<file path="config.mk">
export PLATFORM = sky130hd
export DESIGN_NAME = reg_bus_initiator
export DESIGN_NICKNAME = d
export VERILOG_FILES = /design/src/rtl/reg_bus_pkg.sv /design/src/rtl/reg_bus_cmd_fifo.sv /design/src/rtl/reg_bus_initiator.sv
export SDC_FILE = /design/constraint.sdc
export NUM_CORES = 1
export LEC_CHECK = 0
export BUFFER_PORTS_ARGS = -buffer_cell sky130_fd_sc_hd__buf_2
export CAP_MARGIN = 30
export CELL_PAD_IN_SITES_DETAIL_PLACEMENT = 1
export CELL_PAD_IN_SITES_GLOBAL_PLACEMENT = 1
export CORE_MARGIN = 8
export CORE_UTILIZATION = 45
export DETAILED_ROUTE_END_ITERATION = 8
export HOLD_SLACK_MARGIN = 0.1
export PLACE_DENSITY_LB_ADDON = 0.12
export SLEW_MARGIN = 20
export SYNTH_ARGS = -nofsm -noshare
export SYNTH_HDL_FRONTEND = slang
export SYNTH_SLANG_ARGS = --single-unit
</file>
<file path="constraint.sdc">
create_clock -name clock -period 6.2 [get_ports clock]
set_input_delay 1.24 -clock clock [delete_from_list [all_inputs] [get_ports clock]]
set_output_delay 1.24 -clock clock [all_outputs]
set_load 0.005 [all_outputs]
</file>
<file path="src/rtl/reg_bus_pkg.sv">
// Shared definitions for controlling-register bus blocks: FSM encoding and command record.
package reg_bus_pkg;

  // Bus initiator FSM states
  typedef enum logic [1:0] {
    IDLE = 2'd0,
    WR   = 2'd1,
    RD   = 2'd2,
    RSP  = 2'd3
  } bus_state_e;

  localparam int unsigned CMD_ADDR_WIDTH  = 33;
  localparam int unsigned CMD_WDATA_WIDTH = 33;

  // Command record as stored in the command queue, MSB first
  typedef struct packed {
    logic                       write;
    logic [CMD_ADDR_WIDTH-1:0]  addr;
    logic [CMD_WDATA_WIDTH-1:0] wdata;
  } reg_cmd_t;

  localparam int unsigned CMD_WIDTH = $bits(reg_cmd_t);

  // Width of a {write, addr, wdata} record for arbitrary field widths
  function automatic int unsigned cmd_width(input int unsigned aw, input int unsigned ww);
    return aw + ww + 1;
  endfunction

endpackage

</file>
<file path="src/rtl/reg_bus_cmd_fifo.sv">
// Synchronous command FIFO; full/empty are registered so cmd_ready comes straight from a flop.
module reg_bus_cmd_fifo
  import reg_bus_pkg::*;
#(
  parameter int unsigned WIDTH = CMD_WIDTH,
  parameter int unsigned DEPTH = 4
) (
  input  logic             clock,
  input  logic             reset,
  input  logic             push,
  input  logic             pop,
  input  logic [WIDTH-1:0] din,
  output logic [WIDTH-1:0] dout,
  output logic             full,
  output logic             empty
);

  localparam int unsigned PTR_W = (DEPTH > 1) ? $clog2(DEPTH) : 1;
  localparam int unsigned CNT_W = PTR_W + 1;

  logic [WIDTH-1:0] mem [DEPTH];
  logic [PTR_W-1:0] wr_ptr;
  logic [PTR_W-1:0] rd_ptr;
  logic [CNT_W-1:0] count;
  logic [CNT_W-1:0] count_nxt;
  logic             do_push;
  logic             do_pop;

  assign do_push = push & ~full;
  assign do_pop  = pop & ~empty;
  assign dout    = mem[rd_ptr];

  // Occupancy after this edge; simultaneous push and pop leave it unchanged
  always_comb begin
    count_nxt = count;
    if (do_push && !do_pop) begin
      count_nxt = count + CNT_W'(1);
    end else if (!do_push && do_pop) begin
      count_nxt = count - CNT_W'(1);
    end
  end

  // Pointers, occupancy and status flags
  always_ff @(posedge clock) begin
    if (!reset) begin
      wr_ptr <= '0;
      rd_ptr <= '0;
      count  <= '0;
      full   <= 1'b0;
      empty  <= 1'b1;
    end else begin
      if (do_push) wr_ptr <= wr_ptr + PTR_W'(1);
      if (do_pop)  rd_ptr <= rd_ptr + PTR_W'(1);
      count <= count_nxt;
      full  <= (count_nxt == CNT_W'(DEPTH));
      empty <= (count_nxt == '0);
    end
  end

  // Entry storage; no reset needed since pointers define validity
  always_ff @(posedge clock) begin
    if (reset && do_push) begin
      mem[wr_ptr] <= din;
    end
  end

endmodule

</file>
<file path="src/rtl/reg_bus_initiator.sv">
// Register bus master: replays queued commands as single bus transactions, returns read data.
module reg_bus_initiator
  import reg_bus_pkg::*;
#(
  parameter int unsigned ADDR_WIDTH   = CMD_ADDR_WIDTH,
  parameter int unsigned WDATA_WIDTH  = CMD_WDATA_WIDTH,
  parameter int unsigned RDATA_WIDTH  = 21,
  parameter int unsigned CMD_DEPTH    = 4,
  parameter int unsigned READ_LATENCY = 0
) (
  input  logic                   clock,
  input  logic                   reset,
  input  logic                   cmd_valid,
  output logic                   cmd_ready,
  input  logic                   cmd_write,
  input  logic [ADDR_WIDTH-1:0]  cmd_addr,
  input  logic [WDATA_WIDTH-1:0] cmd_wdata,
  output logic [ADDR_WIDTH-1:0]  address,
  output logic                   write_enable,
  output logic [WDATA_WIDTH-1:0] write_data,
  output logic                   read_enable,
  input  logic [RDATA_WIDTH-1:0] read_data,
  output logic                   rsp_valid,
  input  logic                   rsp_ready,
  output logic [RDATA_WIDTH-1:0] rsp_rdata,
  output logic [ADDR_WIDTH-1:0]  rsp_addr,
  output logic                   busy
);

  localparam int unsigned CMD_W = cmd_width(ADDR_WIDTH, WDATA_WIDTH);
  localparam int unsigned LAT_W = 4;

  bus_state_e             state;
  logic [LAT_W-1:0]       lat_cnt;
  logic [CMD_W-1:0]       fifo_din;
  logic [CMD_W-1:0]       fifo_dout;
  logic                   fifo_full;
  logic                   fifo_empty;
  logic                   fifo_push;
  logic                   fifo_pop;
  logic                   head_write;
  logic [ADDR_WIDTH-1:0]  head_addr;
  logic [WDATA_WIDTH-1:0] head_wdata;

  assign fifo_din   = {cmd_write, cmd_addr, cmd_wdata};
  assign fifo_push  = cmd_valid & cmd_ready;
  assign fifo_pop   = (state == IDLE) & ~fifo_empty;
  assign head_write = fifo_dout[CMD_W-1];
  assign head_addr  = fifo_dout[WDATA_WIDTH +: ADDR_WIDTH];
  assign head_wdata = fifo_dout[WDATA_WIDTH-1:0];
  assign cmd_ready  = ~fifo_full;
  assign busy       = ~fifo_empty | (state != IDLE);

  reg_bus_cmd_fifo #(
    .WIDTH (CMD_W),
    .DEPTH (CMD_DEPTH)
  ) u_cmd_fifo (
    .clock (clock),
    .reset (reset),
    .push  (fifo_push),
    .pop   (fifo_pop),
    .din   (fifo_din),
    .dout  (fifo_dout),
    .full  (fifo_full),
    .empty (fifo_empty)
  );

  // Transaction sequencer with registered bus strobes and response capture
  always_ff @(posedge clock) begin
    if (!reset) begin
      state        <= IDLE;
      lat_cnt      <= '0;
      address      <= '0;
      write_enable <= 1'b0;
      write_data   <= '0;
      read_enable  <= 1'b0;
      rsp_valid    <= 1'b0;
      rsp_rdata    <= '0;
      rsp_addr     <= '0;
    end else begin
      case (state)
        IDLE: begin
          if (!fifo_empty) begin
            address <= head_addr;
            if (head_write) begin
              write_data   <= head_wdata;
              write_enable <= 1'b1;
              state        <= WR;
            end else begin
              read_enable <= 1'b1;
              lat_cnt     <= LAT_W'(READ_LATENCY);
              state       <= RD;
            end
          end
        end
        WR: begin
          write_enable <= 1'b0;
          state        <= IDLE;
        end
        RD: begin
          if (lat_cnt != '0) begin
            lat_cnt <= lat_cnt - LAT_W'(1);
          end else begin
            rsp_rdata   <= read_data;
            rsp_addr    <= address;
            read_enable <= 1'b0;
            rsp_valid   <= 1'b1;
            state       <= RSP;
          end
        end
        RSP: begin
          if (rsp_ready) begin
            rsp_valid <= 1'b0;
            state     <= IDLE;
          end
        end
        default: state <= IDLE;
      endcase
    end
  end

endmodule

</file>
==> metrics.log, run 1 <==
[metrics] outcome: finished clean
[metrics] vertical extent of the die: around 200 um
[metrics] Clock Skew: 0.01207 ns
[metrics] clock tree root buffer cell: sky130_fd_sc_hd__clkbuf_16
[metrics] Filler Cells Inserted: 3220
[metrics] setup TNS: 0 ns
[metrics] instance count after placement with tap cells included: between 1500 and 2000
[metrics] initial cell density of the core: a little under half
[metrics] leakage power of the design: 6.302 nW
[metrics] syn nets: 1098
[metrics] Least-Margin Pin Slew: between 0.8 and 0.9 ns
[metrics] Min Clock Period, post-route: about 3.1 ns
[metrics] final count of hold timing violations: 0
[metrics] Row Count: 66
[metrics] Routability Congestion: ~0.7
[metrics] Die ar.: approximately 0.039 mm2
[metrics] reg-to-reg slack, setup: between 3 and 4 ns
[metrics] Bufs on Longest Clock Path: 3
[metrics] area grow syn2layout: 19.39%
[metrics] # IOs: 217
[metrics] area of the core: approximately 0.032 mm2
[metrics] clk sinks: approximately 400
[metrics] Routed Antenna Nets: 0
[metrics] grt total ovfl: 0
[metrics] reg2reg end: u_cmd_fifo.mem[1][10]$_DFFE_PP_
[metrics] arrival time reported for the critical path endpoint: approximately 3.3 ns
[metrics] CTS H-tree depth: 2
[metrics] max_cap viols: 0
[metrics] register area share after synthesis: between 70% and 80%
[metrics] NumNets Final: 1310
[metrics] CP Launch Type: input pin
[metrics] post-synthesis instance area: approximately 0.015 mm2
[metrics] Crit Path Category: input pin to register
[metrics] total track usage: roughly 17%
[metrics] Most used DFF post-synth: sky130_fd_sc_hd__edfxtp_1
[metrics] highest-count cells in the layout ignoring fill and taps: sky130_fd_sc_hd__edfxtp_1 (268), sky130_fd_sc_hd__nand2_1 (254), sky130_fd_sc_hd__buf_2 (216)
[metrics] Port Buffer Count: 216
[metrics] type of the most critical hold path: register to register
[metrics] most common cell after layout, fill and taps aside: sky130_fd_sc_hd__edfxtp_1
[metrics] Slew Limit Headroom: around two fifths
[metrics] insertion delay of the later-clocked pin in the worst-skew pair: between 0.5 and 0.6 ns
[metrics] final setup violation count: 0
[metrics] post-synthesis cell type count: between 40 and 50
[metrics] via count of the first global-routing pass: just over 9000
[metrics] count of final max-slew check failures: 0
[metrics] path depth of the worst reg2reg path: 3
[metrics] warning count from the yosys run: 0
[metrics] post-detailed-route DRC marker count: 0
[metrics] number of cells traversed by the worst hold path: 2
[metrics] TritonCTS clock tree: yes
[metrics] fraction of registers with async set/reset: 0%
[metrics] Req. time, crit path: about 6.3 ns
[metrics] n_diodes: 0
[metrics] crit end category: register
[metrics] Finished Layout Cells: 1685
[metrics] number of DRC violations after detailed-routing iteration 0: 489
[metrics] number of detailed-routing iterations run before antenna repair: 4
[metrics] share of layout cells above drive strength 1: between 20% and 30%
[metrics] highest clock rate: between 300 and 400 MHz
[metrics] number of enable flip-flop cells after synthesis: about 270
[metrics] setup repair after global routing missed its margin: false
[metrics] routed wire length per instance: 20.59 um
[metrics] Post-Syn Area per Cell: 14.81 um2
[metrics] maximum number of pins on one net before global-route repair: 70
[metrics] number of buffers inserted during clock tree synthesis: 42
[metrics] placed wire-length estimate after detailed placement: about 22000 um
[metrics] number of vias after detailed routing: about 8700
[metrics] count of hold buffers inserted by post-cts repair: 0
[metrics] flip-flop and latch count after synthesis: between 400 and 500
[metrics] Reg-to-Reg Start: u_cmd_fifo.full$_SDFF_PN0_
[metrics] antenna violations before repair: 5
[metrics] via-per-instance ratio: 5.145
[metrics] global-route wire length before repair: approximately 53000 um
[metrics] final critical-path share of the clock period: between 50% and 60%
[metrics] clock input transition at the sequential cells of the worst setup and hold paths: 0.06 ns
[metrics] start point of the worst min-delay path: write_data[4]$_SDFFE_PN0P_
[metrics] total of cells resized after clock tree synthesis: 0
[metrics] Worst Hold Path EP: write_data[4]$_SDFFE_PN0P_
[metrics] gate count of the mapped netlist: between 900 and 1000
[metrics] Worst Path Max Fanout: 40
[metrics] die width: 197.2 um
[metrics] overall power of the completed layout: 7.417 mW
[metrics] final wirelength: 34700 um
[metrics] Peak supply drop: approximately 210 uV
[metrics] post-CTS setup repair buffer count: 0
[metrics] PD cells: between 400 and 500 mW/mm2
[critical path: stages]
cell and delay, ns:
sky130_fd_sc_hd__buf_2 0.09, sky130_fd_sc_hd__nor2b_1 0.67, sky130_fd_sc_hd__and3_4 0.62, sky130_fd_sc_hd__buf_4 0.62
[cell type report]
class | count | area [um2] | area share, %
flip-flops and latches | 408 | 10860 | 61.53
multi-input cells | 522 | 3647 | 20.67
clock buffers | 56 | 1145 | 6.488
clock inverters | 21 | 202.7 | 1.149
inverters | 9 | 36.28 | 0.2056
repair buffers | 227 | 1204 | 6.821
well taps | 442 | 553.0 | 3.134
[worst max-delay path by stage]
| stage | end | slack, ns | cells after the start | from |
|---|---|---|---|---|
| 2_1_floorplan | u_cmd_fifo.mem[0][0]$_DFFE_PP_ | 2.39 | 3 | cmd_valid |
| 3_3_place_gp | u_cmd_fifo.mem[0][25]$_DFFE_PP_ | 2.55 | 4 | cmd_valid |
| 5_1_grt | u_cmd_fifo.mem[1][12]$_DFFE_PP_ | 2.90 | 4 | cmd_valid |
| 4_1_cts | u_cmd_fifo.mem[1][1]$_DFFE_PP_ | 3.03 | 4 | cmd_valid |
| 6_report | u_cmd_fifo.mem[1][10]$_DFFE_PP_ | 3.05 | 4 | cmd_valid |
| 3_5_place_dp | u_cmd_fifo.mem[1][7]$_DFFE_PP_ | 2.49 | 4 | cmd_valid |
[registers in the layout, summed over array words and instances, names as in the netlist, 2 cells and up, named ones only]
register and cells:
u_cmd_fifo.mem 268, address 33, rsp_addr 33, write_data 33, rsp_rdata 21, lat_cnt 4, u_cmd_fifo.count 3, state 2
u_cmd_fifo.rd_ptr 2, u_cmd_fifo.wr_ptr 2
[synthesized netlist by cell type (2+ instances only)]
| library cell | number | area, um2 |
|---|---|---|
| sky130_fd_sc_hd__o21ai_0 | 6 | 30.03 |
| sky130_fd_sc_hd__buf_1 | 7 | 26.28 |
| sky130_fd_sc_hd__buf_2 | 13 | 65.06 |
| sky130_fd_sc_hd__inv_1 | 8 | 30.03 |
| sky130_fd_sc_hd__ha_1 | 8 | 100.1 |
| sky130_fd_sc_hd__nor4_1 | 2 | 12.51 |
| sky130_fd_sc_hd__buf_4 | 9 | 67.56 |
| sky130_fd_sc_hd__nor2b_1 | 6 | 37.54 |
| sky130_fd_sc_hd__a21oi_1 | 124 | 620.6 |
| sky130_fd_sc_hd__mux4_2 | 67 | 1509 |
| sky130_fd_sc_hd__xnor2_1 | 4 | 35.03 |
| sky130_fd_sc_hd__and2_1 | 3 | 18.77 |
| sky130_fd_sc_hd__or3_1 | 2 | 12.51 |
| sky130_fd_sc_hd__a211oi_1 | 2 | 15.01 |
| sky130_fd_sc_hd__nor2_1 | 14 | 52.55 |
| sky130_fd_sc_hd__nor3_1 | 2 | 10.01 |
| sky130_fd_sc_hd__nand3_1 | 3 | 15.01 |
| sky130_fd_sc_hd__and3_1 | 6 | 37.54 |
| sky130_fd_sc_hd__clkbuf_1 | 28 | 105.1 |
| sky130_fd_sc_hd__edfxtp_1 | 268 | 8048 |
| sky130_fd_sc_hd__dfxtp_1 | 140 | 2803 |
| sky130_fd_sc_hd__nand2_1 | 255 | 957.2 |
[per-stage QoR]
stage          hold WS [ns]  utilization, %  instance area (um2)  setup WS (ns)
2_1_floorplan        0.4527               -                14780          2.390
3_3_place_gp         0.4389           50.05                16240          2.552
3_5_place_dp         0.4451           50.13                16270          2.495
4_1_cts              0.4535           54.29                17620          3.035
5_1_grt              0.4687           54.37                17650          2.896
6_report             0.4510           54.37                17650          3.055
[per-layer routing]
layer  GRT usage, %  part of all wire, %  wire length, um  vias up
met1          22.28                   44            15100     4358
met2          30.45                   50            17410      192
met4          3.622                  1.2              419       10
li1               -                    -                -     4062
met3          3.646                  4.9             1700       47
met5              0                 0.18               63        -
[cells by family after synthesis]
| group | synth area share, % |
|---|---|
| AO/OA/AOI/OAI | 5.071 |
| multiplexers | 10.28 |
| XOR/XNOR | 0.2963 |
| buffers and inverters | 2.142 |
| flip-flops | 73.41 |
| AND/OR/NAND/NOR | 8.127 |
| adder cells (fa/ha/maj) | 0.6772 |
[power breakdown]
part           total, mW  internal, mW  switching, mW
Sequential          3.42          3.20          0.219
Combinational       1.54         0.672          0.870
Clock               2.46          1.46          0.995
Total               7.42          5.33           2.08
(Power assumes the default switching activity.)
==> run 2, diff against run 1 <==
Clock period 6.2 ns to 3.1 ns, I/O delays scaled along.
==> run 2 against run 1 <==
Global-route usage grew 0.83 points. Total power is 100% higher. Sequential cell count is the same. Cell count grew 0.95%. Largest cell class unchanged.
==> metrics.log, run 2 (synthesized netlist as in run 1, its figures left out) <==
[metrics] post-placement worst setup slack: approximately 0.79 ns
[metrics] Req. time, crit path: about 3.6 ns
[metrics] Slew Limit Headroom: between 40% and 50%
[metrics] flip-flop count of the largest register, all copies and words added: 268
[metrics] area of the core: between 0.03 and 0.04 mm2
[metrics] cell-by-cell listing of the critical path: nor2b_1 -> and2_2 -> buf_12 -> nand2_1 -> a21oi_1
[metrics] via-per-instance ratio: around 5
[metrics] multi-input logic area: 0.003645 mm2
[metrics] overall power of the completed layout: 15.03 mW
[metrics] Die ar.: ~0.039 mm2
[metrics] setup repair after global routing missed its margin: false
[metrics] area used by sequential logic in the layout: about 0.011 mm2
[metrics] antenna violations before repair: 2
[metrics] number of DRC violations after detailed-routing iteration 0: about 270
[metrics] Row Count: between 60 and 70
[metrics] outcome: finished clean
[metrics] leakage power of the design: about 6.4 nW
[metrics] highest-count cells in the layout ignoring fill and taps: sky130_fd_sc_hd__edfxtp_1 (268), sky130_fd_sc_hd__nand2_1 (254), sky130_fd_sc_hd__buf_2 (216)
[metrics] vertical extent of the die: between 150 and 200 um
[metrics] Clock Skew: between 0.02 and 0.025 ns
[metrics] highest clock rate: between 400 and 500 MHz
[metrics] post-detailed-route DRC marker count: 0
[metrics] most common cell after layout, fill and taps aside: sky130_fd_sc_hd__edfxtp_1
[metrics] Max stage delay on crit path: 0.62 ns
[metrics] count of hold buffers inserted by post-cts repair: 0
[metrics] crit end category: register
[metrics] switching power: about 4.3 mW
[metrics] die width: 197.2 um
[metrics] arrival time reported for the critical path endpoint: approximately 2.7 ns
[metrics] Routability Congestion: 0.7361
[metrics] setup TNS: 0 ns
[metrics] total track usage: a little under a fifth
[metrics] number of buffers inserted during clock tree synthesis: 43
[metrics] routed wire length per instance: around 21 um
[metrics] Bufs on Longest Clock Path: 3
[metrics] number of detailed-routing iterations run before antenna repair: 4
[metrics] max_cap viols: 0
[metrics] PD cells: approximately 840 mW/mm2
[metrics] power share of the clock group: between 30 and 40%
[metrics] global-route wire length before repair: approximately 55000 um
[metrics] post-CTS setup repair buffer count: 0
[metrics] type of the most critical hold path: input pin to register
[metrics] cell internal power dissipation: approximately 11 mW
[metrics] placed wire-length estimate after detailed placement: roughly 22000 um
[metrics] TritonCTS clock tree: yes
[metrics] number of vias after detailed routing: just under 9000
[metrics] switching share of power: roughly 28%
[metrics] standard cell with the maximum stage delay on the critical path: sky130_fd_sc_hd__and2_2
[metrics] Min Clock Period, post-route: between 2 and 2.5 ns
[metrics] Least-Margin Pin Slew: roughly 0.75 ns
[metrics] grt total ovfl: 0
[metrics] # IOs: ~220
[metrics] clock tree root buffer cell: sky130_fd_sc_hd__clkbuf_16
[metrics] part of the power in registers: 45.1%
[metrics] Crit Path Category: register to register
[metrics] final count of hold timing violations: 0
[metrics] final critical-path setup slack: approximately 0.85 ns
[metrics] Peak supply drop: 564.7 uV
[metrics] insertion delay of the later-clocked pin in the worst-skew pair: 0.54 ns
[metrics] via count of the first global-routing pass: between 9000 and 10000
[metrics] count of final max-slew check failures: 0
[metrics] final wirelength: around 36000 um
[metrics] final critical-path share of the clock period: between 70% and 80%
[metrics] final setup violation count: 0
[metrics] clk sinks: 408
[metrics] Routed Antenna Nets: 0
[metrics] Port Buffer Count: ~220
[metrics] register containing the most flip-flops in the final layout: u_cmd_fifo.mem
[metrics] Combinational Power Share: 21.4%
[metrics] share of layout cells above drive strength 1: between 30% and 40%
[metrics] CP Launch Type: register
[metrics] CTS H-tree depth: 2
[metrics] NumNets Final: ~1300
[metrics] maximum number of pins on one net before global-route repair: 67
[metrics] area grow syn2layout: 20.65%
[metrics] initial cell density of the core: a little under half
[metrics] total of cells resized after clock tree synthesis: 0
[metrics] Filler Cells Inserted: roughly 3200
[metrics] Worst Path Max Fanout: 28
[metrics] clock input transition at the sequential cells of the worst setup and hold paths: ~0.060 ns
run 2: changes by cell type in the layout (fill, tap and decap cells not counted):
cell                       change
sky130_fd_sc_hd__clkinv_4      -1
sky130_fd_sc_hd__buf_4         +6
sky130_fd_sc_hd__diode_2       +1
sky130_fd_sc_hd__buf_12        +8
sky130_fd_sc_hd__clkbuf_8      +2
sky130_fd_sc_hd__clkinv_1      -2
sky130_fd_sc_hd__and2_4        -1
sky130_fd_sc_hd__clkbuf_1      +2
sky130_fd_sc_hd__inv_6         +2
sky130_fd_sc_hd__and2_1        +1
sky130_fd_sc_hd__buf_16        -2
run 2: area by class of cell:
type / count / area share (%)
flip-flops and latches: 408 / 60.89
clock buffers: 60 / 6.617
diodes: 1 / 0.01403
repair buffers: 239 / 7.592
well taps: 442 / 3.101
inverters: 9 / 0.2035
clock inverters: 20 / 1.144
multi-input cells: 522 / 20.44
run 2: final timing paths:
path                        startpoint                              end  slack, ns  cells past startpoint
max              state[1]$_SDFFE_PN0P_         rsp_addr[5]$_SDFFE_PN0P_       0.85                      5
min                      cmd_wdata[30]  u_cmd_fifo.mem[2][30]$_DFFE_PP_       0.29                      1
max reg2reg      state[1]$_SDFFE_PN0P_         rsp_addr[5]$_SDFFE_PN0P_       0.85                      5
min reg2reg  rsp_addr[23]$_SDFFE_PN0P_        rsp_addr[23]$_SDFFE_PN0P_       0.45                      2
run 2: power by group through the flow:
stage	clock network (mW)	registers [mW]	logic (mW)
2_1_floorplan	0	6.78	2.15
3_3_place_gp	0	6.87	3.24
3_5_place_dp	0	6.90	3.31
4_1_cts	5.17	6.79	3.32
5_1_grt	5.36	6.85	3.58
6_report	5.04	6.78	3.22
run 2: stage by stage:
stage | hold slack (ns) | util [%] | area (um2) | cells
floorplan | 0.4527 | - | 14790 | 998
global placement | 0.4392 | 50.67 | 16450 | 1620
detailed placement | 0.4440 | 50.67 | 16450 | 1620
CTS | 0.2635 | 54.94 | 17830 | 1700
global route | 0.2699 | 54.94 | 17830 | 1700
finish | 0.2937 | 54.95 | 17830 | 1701
run 2: routing by layer:
| layer | vias up | GRT usage, % | share of wire, % |
|---|---|---|---|
| met5 | - | 0 | 0.072 |
| met4 | 4 | 3.873 | 1.6 |
| met3 | 59 | 4.753 | 5.8 |
| met2 | 177 | 32.20 | 50 |
| met1 | 4378 | 22.44 | 42 |
| li1 | 4093 | - | - |
run 2: worst max-delay path: cells and delay by family, from the launching register on:
family          cells  cell delay (ns)
simple gates        3             1.16
flops               1             0.61
buf+inv             1             0.27
compound gates      1             0.14
